File: src/rtl/tpu_p_streamer_pkg.sv
// Shared constants and FSM encoding for the tpu product-row streamer.
// Latency: n/a (package only).
// Backpressure: n/a (package only).
package tpu_p_streamer_pkg;

  // Product row width: four 16-bit lanes.
  localparam int WORD_WIDTH = 64;
  // P buffer address width.
  localparam int ADDR_WIDTH = 10;
  // Default streamer FIFO depth; must be a power of two and at least 2.
  localparam int STREAM_FIFO_DEPTH = 16;

  typedef enum logic [1:0] {
    ST_IDLE    = 2'd0,
    ST_COLLECT = 2'd1,
    ST_DRAIN   = 2'd2,
    ST_DONE    = 2'd3
  } state_t;

endpackage

File: src/rtl/tpu_p_streamer_sync_fifo.sv
// tpu_sync_fifo: single-clock FIFO with registered storage and no fall-through.
// Latency: a push at cycle t is readable on dout_o/!empty_o from cycle t+1.
// Backpressure: full_o refuses a push unless a pop happens in the same cycle.
//
// Ports:
//   clk_i, rst_ni    clock, asynchronous active-low reset (flushes pointers)
//   push_i, din_i    write request and data
//   pop_i            read request; ignored while empty
//   dout_o           head entry, stable until popped
//   full_o, empty_o  occupancy flags
module tpu_sync_fifo
  import tpu_p_streamer_pkg::*;
#(
  parameter int WIDTH = 8,
  parameter int DEPTH = STREAM_FIFO_DEPTH
) (
  input  logic             clk_i,
  input  logic             rst_ni,
  input  logic             push_i,
  input  logic [WIDTH-1:0] din_i,
  input  logic             pop_i,
  output logic [WIDTH-1:0] dout_o,
  output logic             full_o,
  output logic             empty_o
);

  localparam int AW = $clog2(DEPTH);

  logic [WIDTH-1:0] mem [DEPTH];
  logic [AW-1:0]    wr_ptr_q;
  logic [AW-1:0]    rd_ptr_q;
  logic [AW:0]      count_q;
  logic             push_ok;
  logic             pop_ok;

  assign full_o  = (count_q == (AW+1)'(DEPTH));
  assign empty_o = (count_q == '0);
  assign pop_ok  = pop_i & ~empty_o;
  // A pop frees the slot this cycle, so a push on a full FIFO still lands.
  assign push_ok = push_i & (~full_o | pop_ok);
  assign dout_o  = mem[rd_ptr_q];

  always_ff @(posedge clk_i) begin
    if (push_ok) begin
      mem[wr_ptr_q] <= din_i;
    end
  end

  // Pointers wrap naturally because DEPTH is a power of two.
  always_ff @(posedge clk_i or negedge rst_ni) begin
    if (!rst_ni) begin
      wr_ptr_q <= '0;
      rd_ptr_q <= '0;
      count_q  <= '0;
    end else begin
      if (push_ok) wr_ptr_q <= wr_ptr_q + AW'(1);
      if (pop_ok)  rd_ptr_q <= rd_ptr_q + AW'(1);
      count_q <= count_q + (AW+1)'(push_ok) - (AW+1)'(pop_ok);
    end
  end

endmodule

File: src/rtl/tpu_p_streamer.sv
// Captures tpu product-row writes in a FIFO and frames m rows per start as AXI-Stream.
// Latency: a row pushed at cycle t is presented on m_axis_tvalid at t+1.
// Backpressure: none upstream (tpu cannot stall); rows arriving on a full FIFO are dropped and flagged.
//
// Optional feature macro: TPU_STREAM_ADDR_EN adds m_axis_tuser (row address relative to the
// first row of the frame), carried through the FIFO alongside the row data.
//
// Ports:
//   clk_i, rst_ni            clock, asynchronous active-low reset
//   start_i, m_i             frame start pulse and row count (latched in IDLE)
//   enp_i, wep_i, addrp_i,   tpu P-buffer write strobe, enable, address, row data
//   wordp_i
//   m_axis_tdata/tvalid/     AXI-Stream master towards the DMA
//   tready/tlast[/tuser]
//   busy_o                   frame in progress (COLLECT or DRAIN)
//   done_o                   one-cycle pulse after the last beat is accepted
//   overflow_o               sticky drop flag, cleared by the next accepted start_i
module tpu_p_streamer
  import tpu_p_streamer_pkg::*;
#(
  parameter int FIFO_DEPTH = STREAM_FIFO_DEPTH,
  parameter int WORD_W     = WORD_WIDTH,
  parameter int ADDR_W     = ADDR_WIDTH
) (
  input  logic              clk_i,
  input  logic              rst_ni,
  input  logic              start_i,
  input  logic [ADDR_W-1:0] m_i,
  input  logic              enp_i,
  input  logic              wep_i,
  input  logic [ADDR_W-1:0] addrp_i,
  input  logic [WORD_W-1:0] wordp_i,
  output logic [WORD_W-1:0] m_axis_tdata,
  output logic              m_axis_tvalid,
  input  logic              m_axis_tready,
  output logic              m_axis_tlast,
`ifdef TPU_STREAM_ADDR_EN
  output logic [ADDR_W-1:0] m_axis_tuser,
`endif
  output logic              busy_o,
  output logic              done_o,
  output logic              overflow_o
);

`ifdef TPU_STREAM_ADDR_EN
  localparam int FIFO_W = WORD_W + ADDR_W;
`else
  localparam int FIFO_W = WORD_W;
`endif

  state_t            state_q, state_d;
  logic [ADDR_W-1:0] m_q;
  logic [ADDR_W-1:0] rows_in_q;
  logic [ADDR_W-1:0] beat_cnt_q;
  logic              overflow_q;

  logic              start_ok;
  logic              push_req;
  logic              last_push;
  logic              pop;
  logic              is_last_beat;
  logic              fifo_full;
  logic              fifo_empty;
  logic [FIFO_W-1:0] fifo_din;
  logic [FIFO_W-1:0] fifo_dout;

  assign start_ok     = start_i & (state_q == ST_IDLE);
  assign push_req     = (state_q == ST_COLLECT) & (rows_in_q != m_q) & enp_i & wep_i;
  assign last_push    = push_req & (rows_in_q == m_q - ADDR_W'(1));
  assign pop          = m_axis_tvalid & m_axis_tready;
  assign is_last_beat = (beat_cnt_q == m_q - ADDR_W'(1));

  // ---------------------------------------------------------------- FIFO
`ifdef TPU_STREAM_ADDR_EN
  logic [ADDR_W-1:0] base_q;
  logic [ADDR_W-1:0] tuser_in;

  // First row of the frame defines the base, so it always carries offset 0.
  assign tuser_in = addrp_i - ((rows_in_q == '0) ? addrp_i : base_q);
  assign fifo_din = {tuser_in, wordp_i};

  always_ff @(posedge clk_i or negedge rst_ni) begin
    if (!rst_ni) begin
      base_q <= '0;
    end else if (push_req && rows_in_q == '0) begin
      base_q <= addrp_i;
    end
  end

  assign m_axis_tuser = fifo_dout[FIFO_W-1 -: ADDR_W];
`else
  logic unused_addrp;
  assign unused_addrp = ^addrp_i;
  assign fifo_din     = wordp_i;
`endif

  assign m_axis_tdata = fifo_dout[WORD_W-1:0];

  tpu_sync_fifo #(
    .WIDTH (FIFO_W),
    .DEPTH (FIFO_DEPTH)
  ) u_fifo (
    .clk_i   (clk_i),
    .rst_ni  (rst_ni),
    .push_i  (push_req),
    .din_i   (fifo_din),
    .pop_i   (pop),
    .dout_o  (fifo_dout),
    .full_o  (fifo_full),
    .empty_o (fifo_empty)
  );

  // ---------------------------------------------------------------- FSM
  always_ff @(posedge clk_i or negedge rst_ni) begin
    if (!rst_ni) state_q <= ST_IDLE;
    else         state_q <= state_d;
  end

  always_comb begin
    state_d = state_q;
    unique case (state_q)
      ST_IDLE: begin
        if (start_i) state_d = (m_i == '0) ? ST_DONE : ST_COLLECT;
      end
      // Leave on the edge that takes the last row, so the final beat (and its
      // pop) can only ever be seen in DRAIN.
      ST_COLLECT: begin
        if (rows_in_q == m_q || last_push) state_d = ST_DRAIN;
      end
      ST_DRAIN: begin
        if (pop && is_last_beat) state_d = ST_DONE;
      end
      ST_DONE: state_d = ST_IDLE;
      default: state_d = ST_IDLE;
    endcase
  end

  // In DRAIN tvalid stays high even on an empty FIFO: after an overflow the
  // missing rows are made up with stale entries so the frame is m beats long.
  always_comb begin
    busy_o        = (state_q == ST_COLLECT) | (state_q == ST_DRAIN);
    done_o        = (state_q == ST_DONE);
    m_axis_tvalid = (state_q == ST_DRAIN) | ((state_q == ST_COLLECT) & ~fifo_empty);
    m_axis_tlast  = m_axis_tvalid & is_last_beat;
  end

  // ---------------------------------------------------------------- counters
  always_ff @(posedge clk_i or negedge rst_ni) begin
    if (!rst_ni) begin
      m_q        <= '0;
      rows_in_q  <= '0;
      beat_cnt_q <= '0;
      overflow_q <= 1'b0;
    end else if (start_ok) begin
      m_q        <= m_i;
      rows_in_q  <= '0;
      beat_cnt_q <= '0;
      overflow_q <= 1'b0;
    end else begin
      // Dropped rows still count so the frame length stays m.
      if (push_req) rows_in_q <= rows_in_q + ADDR_W'(1);
      if (pop)      beat_cnt_q <= beat_cnt_q + ADDR_W'(1);
      if (push_req && fifo_full && !pop) overflow_q <= 1'b1;
    end
  end

  assign overflow_o = overflow_q;

endmodule

File: config.mk
export PLATFORM = sky130hd
export DESIGN_NAME = tpu_p_streamer
export DESIGN_NICKNAME = d
export VERILOG_FILES = /design/src/rtl/tpu_p_streamer_pkg.sv /design/src/rtl/tpu_p_streamer_sync_fifo.sv /design/src/rtl/tpu_p_streamer.sv
export SDC_FILE = /design/constraint.sdc
export NUM_CORES = 1
export LEC_CHECK = 0
export ABC_AREA = 0
export CORE_AREA = 2 2 307 309
export CTS_CLUSTER_DIAMETER = 120
export DETAILED_ROUTE_END_ITERATION = 7
export DIE_AREA = 0 0 309 311
export SETUP_SLACK_MARGIN = 0.2
export SLEW_MARGIN = 20
export SYNTH_ARGS = -nofsm -noshare
export SYNTH_HDL_FRONTEND = slang
export SYNTH_SLANG_ARGS = --single-unit
File: constraint.sdc
create_clock -name clk_i -period 7.3 [get_ports clk_i]
set_input_delay 1.095 -clock clk_i [delete_from_list [all_inputs] [get_ports clk_i]]
set_output_delay 1.095 -clock clk_i [all_outputs]
set_load 0.01 [all_outputs]
# Word-level counts from Yosys, hierarchy flattened
# Memories as Yosys holds them, arrays and structs flattened.
# Index checks and enable logic that the tools add are counted.
[totals]
register_bits = 46
ramBits = 1024
inputBits = 90
output_inout_bits = 69
wordCells = 67
n_memories = 1
[memory_table]
columns = ["memory", "depth", "word_bits", "rd", "rd_ports_with_merged_regs", "write_ports", "line", "rtl"]
rows = [
  ["u_fifo.mem", 16, 64, 1, 0, 1, "tpu_p_streamer_sync_fifo.sv:29", "logic [WIDTH-1:0] mem [DEPTH];"],
]
[classes]
add_sub_neg = 7
n_eq_ne = 11
n_mux = 13
bitwise_logic = 15
n_reduce_logical = 12
[op_table]
columns = ["cell", "count"]
rows = [
  ["10-bit two-way mux", 4],
  ["10-bit equality test", 3],
  ["10-bit by 1-bit adder with 10-bit output (second input constant)", 2],
  ["1-bit bitwise AND", 10],
  ["10-bit zero test", 1],
  ["10-bit != test", 1],
  ["10-bit by 1-bit subtractor with 10-bit output (second input constant)", 1],
  ["4-bit by 1-bit adder with 4-bit output (second input constant)", 2],
  ["2-bit two-way mux", 4],
  ["2-bit one-hot mux with 4 select lines", 1],
  ["2-bit != test (second input constant)", 3],
  ["2-bit nonzero test", 3],
  ["5-bit by 1-bit adder with 5-bit output", 1],
  ["5-bit equality test (second input constant)", 1],
  ["5-bit zero test", 1],
  ["5-bit by 1-bit subtractor with 5-bit output", 1],
  ["2-bit equality test (second input constant)", 2],
  ["1-bit two-way mux", 4],
  ["1-bit logical AND", 3],
  ["1-bit bitwise OR", 3],
  ["3-bit AND reduction", 1],
  ["2-bit by 1-bit equality test with 1-bit output (second input constant)", 1],
  ["2-bit zero test", 1],
  ["1-bit inverter", 2],
  ["other kinds (2)", 2],
]

# Longest topological paths before layout
[depth]
word_depth = 10
mapped_depth = 17

# Modules after synthesis
# From an unflattened synthesis, not the netlist that was laid out.
[unflattened]
cells_unflattened = 2175
hier_area_um2 = 42142.9
[by_module_without_submodules]
columns = ["mod", "n_inst", "cells_per_inst", "area_each_um2", "seq_area_each_um2"]
rows = [
  ["tpu_sync_fifo", 1, 1922, 39839.5, 31074.8],
  ["tpu_p_streamer", 1, 253, 2303.5, 825.8],
]

# Least setup slack after synthesis
# No wires, ideal clock.
[synth_timing]
path_type = "input to register"
start = "input port wep_i"
end = "memory u_fifo.mem[7][0] (netlist bit), enable pin"
setup_time_ns = 0.565
arrival_time_ns = 6.369
required_ns = 6.735
path_slack_ns = 0.366
cell_stages = 6
path_cell_list = "nand2_1 -> a311oi_4 -> nor2b_1 -> buf_6 -> nand2_1 -> nor3_1"
[synth_via]
elab_chain_cells = 4
[synth_rtl]
columns = ["item", "line", "rtl"]
rows = [
  ["start, declared", "tpu_p_streamer.sv:30", "input logic wep_i,"],
  ["1-bit bitwise AND", "tpu_p_streamer.sv:68", "assign push_req = (state_q == ST_COLLECT) & (rows_in_q != m_q) & enp_i & wep_i;"],
  ["1-bit bitwise AND", "tpu_p_streamer_sync_fifo.sv:40", "assign push_ok = push_i & (~full_o | pop_ok);"],
  ["named net u_fifo.push_ok", "tpu_p_streamer_sync_fifo.sv:33", "logic push_ok;"],
  ["1-bit two-way mux", "tpu_p_streamer_sync_fifo.sv:44", "if (push_ok) begin"],
  ["1-bit two-way mux (implied by the code)", "tpu_p_streamer_sync_fifo.sv:45", "mem[wr_ptr_q] <= din_i;"],
  ["end, declared", "tpu_p_streamer_sync_fifo.sv:29", ""],
]
# The timed path passes the listed nets, and every way through them passes these cells.

# Worst setup path in the final report
[layout_timing]
start = "register u_fifo.rd_ptr_q[1]"
end = "output port m_axis_tdata[26]"
[layout_via]
elab_chain_cells = 1
[layout_rtl]
columns = ["item", "line", "rtl"]
rows = [
  ["start, declared", "tpu_p_streamer_sync_fifo.sv:31", "logic [AW-1:0] rd_ptr_q;"],
  ["start signal, assigned", "tpu_p_streamer_sync_fifo.sv:57", "if (pop_ok) rd_ptr_q <= rd_ptr_q + AW'(1);"],
  ["memory 16 x 64 bit", "-", ""],
  ["end, declared", "tpu_p_streamer.sv:33", "output logic [WORD_W-1:0] m_axis_tdata,"],
]
# No other way between the ends.

==> results.sh <==
export IMPL_core_area_um2=92800
export IMPL_port_buffers=148
export IMPL_syn_cell_area_um2=41300
export IMPL_layout_commonest_cell="edfxtp_1"
export IMPL_cap_viol_max_count=0
export IMPL_dr_pass1_iters=5
export IMPL_hold_viol=0
export IMPL_slew_violations=0
export IMPL_synth_ff_type="edfxtp_1"
export IMPL_syn_nets=1845
export IMPL_cts_buffers=107
export IMPL_regArea_um2=31900
export IMPL_die_y_um=311
export IMPL_cts_tree="built"
export IMPL_ys_types=53
export IMPL_rsz0062_at_grt="no"
export IMPL_syn_mean_instance_area_um2=23.8
export IMPL_htree_levels=3
export IMPL_hold_path_class="input pin to async pin"
export IMPL_max_slew_margin_pct=26.1
export IMPL_worst_pin_slew_ps=1110
export IMPL_ioPinCount=159
export IMPL_required_ps=6200
export IMPL_skew_ps=23.7
export IMPL_area_growth_pct=15.1
export IMPL_yosysWarnings=0
export IMPL_grt_pass1_vias=19700
export IMPL_cts_clk_slew_worst_paths_ps=60
export IMPL_antenna_found_initial=8
export IMPL_gp_congestion=0.791
export IMPL_synth_seq_cells=1070
export IMPL_dp_hpwl_um=44200
export IMPL_critPathKind="flip-flop to output pin"
export IMPL_drive_above_1_share_pct=26.2
export IMPL_final_cell_mix="1024 x edfxtp_1, 320 x mux4_2, 147 x clkdlybuf4s50_1"
export IMPL_outcome="completed"
export IMPL_synth_cells=1735
export IMPL_clk_path_buf_depth=3
export IMPL_setup_violations_final=0
export IMPL_grt_overflow_total=0
export IMPL_ir_worst_vdd_uv=243
export IMPL_power_density_nw_per_um2=363
export IMPL_cp_arrival_ps=4010
export IMPL_die_w_um=309
export IMPL_start_util_pct=44.6
export IMPL_totalPowerFinal_w=0.0173
export IMPL_grt_max_degree=78
export IMPL_multi_input_area_um2=9020
export IMPL_cts_root_buf="clkbuf_16"
export IMPL_ctsResizeCount=0
export IMPL_num_rows=112
export IMPL_post_cts_buffers=0
export IMPL_drt_total_wl_um=88100
export IMPL_ant_nets=0
export IMPL_cp_max_fo=56
export IMPL_synth_edf_count=1024
export IMPL_fin_crit_sh_pct=69.9
export IMPL_max_freq_mhz=196
export IMPL_drc_errors=0
export IMPL_cts_sinks=1070
export IMPL_drt_iter0_drc=1525
export IMPL_ys_seq_area_share_pct=77.2
export IMPL_viasPerCell=5.61
export IMPL_nFillCells=7229
export IMPL_finalCriticalPeriod_ps=5100
export IMPL_route_vias_total=18400
export IMPL_finalNetCount=2047
export IMPL_startpoint_type="flip-flop"
export IMPL_async_flop_share_pct=4.30
export IMPL_leakage_nw=14.8
export IMPL_die_area_um2=96100
export IMPL_fin_setup_tns_ps=0
export IMPL_grtUsageTotal_pct=18.6
export IMPL_grt_first_pass_wirelength_um=130000
export IMPL_crit_path_end_kind="output pin"
export IMPL_clock_latency_ps=670
export IMPL_cts_hold_buf=0
export IMPL_wl_per_cell_um=26.9
## Yosys cell counts, types with 3 or more instances
master	instances	area share [%]
and2_1	15	0.23
buf_2	27	0.33
clkbuf_1	48	0.44
buf_1	7	0.064
ha_1	19	0.58
nor3_1	6	0.073
nand4_1	13	0.20
mux2i_1	3	0.073
mux4_2	320	17
inv_1	24	0.22
xor2_1	25	0.53
mux2_2	8	0.22
nand3_1	7	0.085
dfrtp_1	46	2.8
o21ai_0	11	0.13
edfxtp_1	1024	74
buf_6	4	0.11
a21oi_1	9	0.11
nand2_1	16	0.15
nor2_1	33	0.30
nor4_1	4	0.061
xnor2_1	27	0.57
## registers in the layout, indices dropped and copies added, names as in the netlist
name	flops
u_fifo.mem	1024
beat_cnt_q	10
m_q	10
rows_in_q	10
u_fifo.count_q	5
u_fifo.rd_ptr_q	4
u_fifo.wr_ptr_q	4
state_q	2
overflow_o	1
## worst paths after layout
check	startpoint	to	slack (ps)	cells past startpoint
min reg2reg	rows_in_q[9]$_DFFE_PN0P_	rows_in_q[9]$_DFFE_PN0P_	570	2
max	u_fifo.rd_ptr_q[1]$_DFFE_PN0N_	m_axis_tdata[26]	2200	4
min	rst_ni	m_q[0]$_DFFE_PN0P_	420	1
max in group asynchronous	rst_ni	u_fifo.rd_ptr_q[3]$_DFFE_PN0N_	6380	1
max reg2reg	m_q[8]$_DFFE_PN0P_	u_fifo.mem[3][13]$_DFFE_PP_	2910	7
min in group clk_i	rows_in_q[9]$_DFFE_PN0P_	rows_in_q[9]$_DFFE_PN0P_	570	2
## report_power, final
part           switching, W  internal [W]
logic               0.00220       0.00274
clock network       0.00219       0.00282
registers          0.000391       0.00695
## worst max-delay path: stages (launching register included)
cell,delay (ps)
dfrtp_4,1040
buf_4,750
mux4_2,440
mux4_2,500
clkdlybuf4s50_1,510
## stage by stage
step           hold slack, ps  cell area [um2]  setup slack (ps)  cells  util, %
2_1_floorplan             525            41300               366   1735        -
3_3_place_gp              552            44400              2300   3082     47.9
3_5_place_dp              555            44400              2200   3082     47.9
4_1_cts                   573            47600              2120   3269     51.3
5_1_grt                   456            47600              2050   3269     51.3
6_report                  416            47600              2200   3270     51.3
## cell type report
type	instances	area share, %
antenna	1	0.00526
clock buffer	140	5.98
clock inverter	47	0.629
inverter	24	0.189
multi-input combinational	554	19.0
sequential	1070	67.1
tap	1254	3.30
timing repair buffer	180	3.85
## per-layer routing
metal	GRT usage [%]	part of all wire [%]	vias to the layer above
met5	0	0.090	-
met4	4.56	2.1	12
met3	3.34	4.9	149
met2	31.2	51	464
met1	25.3	42	9950
li1	-	-	7785
## cells by family (layout without fill, tap and decap cells)
| kind of cell | count (synthesis) | after routing | share of synthesized area, % |
|---|---|---|---|
| DFF | 1070 | 1070 | 77.2 |
| muxes | 331 | 331 | 17.7 |
| and+or+nand+nor | 117 | 117 | 1.58 |
| buffers and inverters | 111 | 391 | 1.17 |
| xor gates and xnor gates | 53 | 53 | 1.17 |
| AOI/OAI and AO/OA | 32 | 32 | 0.545 |
| adders and majority gates | 21 | 21 | 0.648 |
| other | 0 | 1 | 0 |
Note: power is estimated with default switching activity, not from simulation.
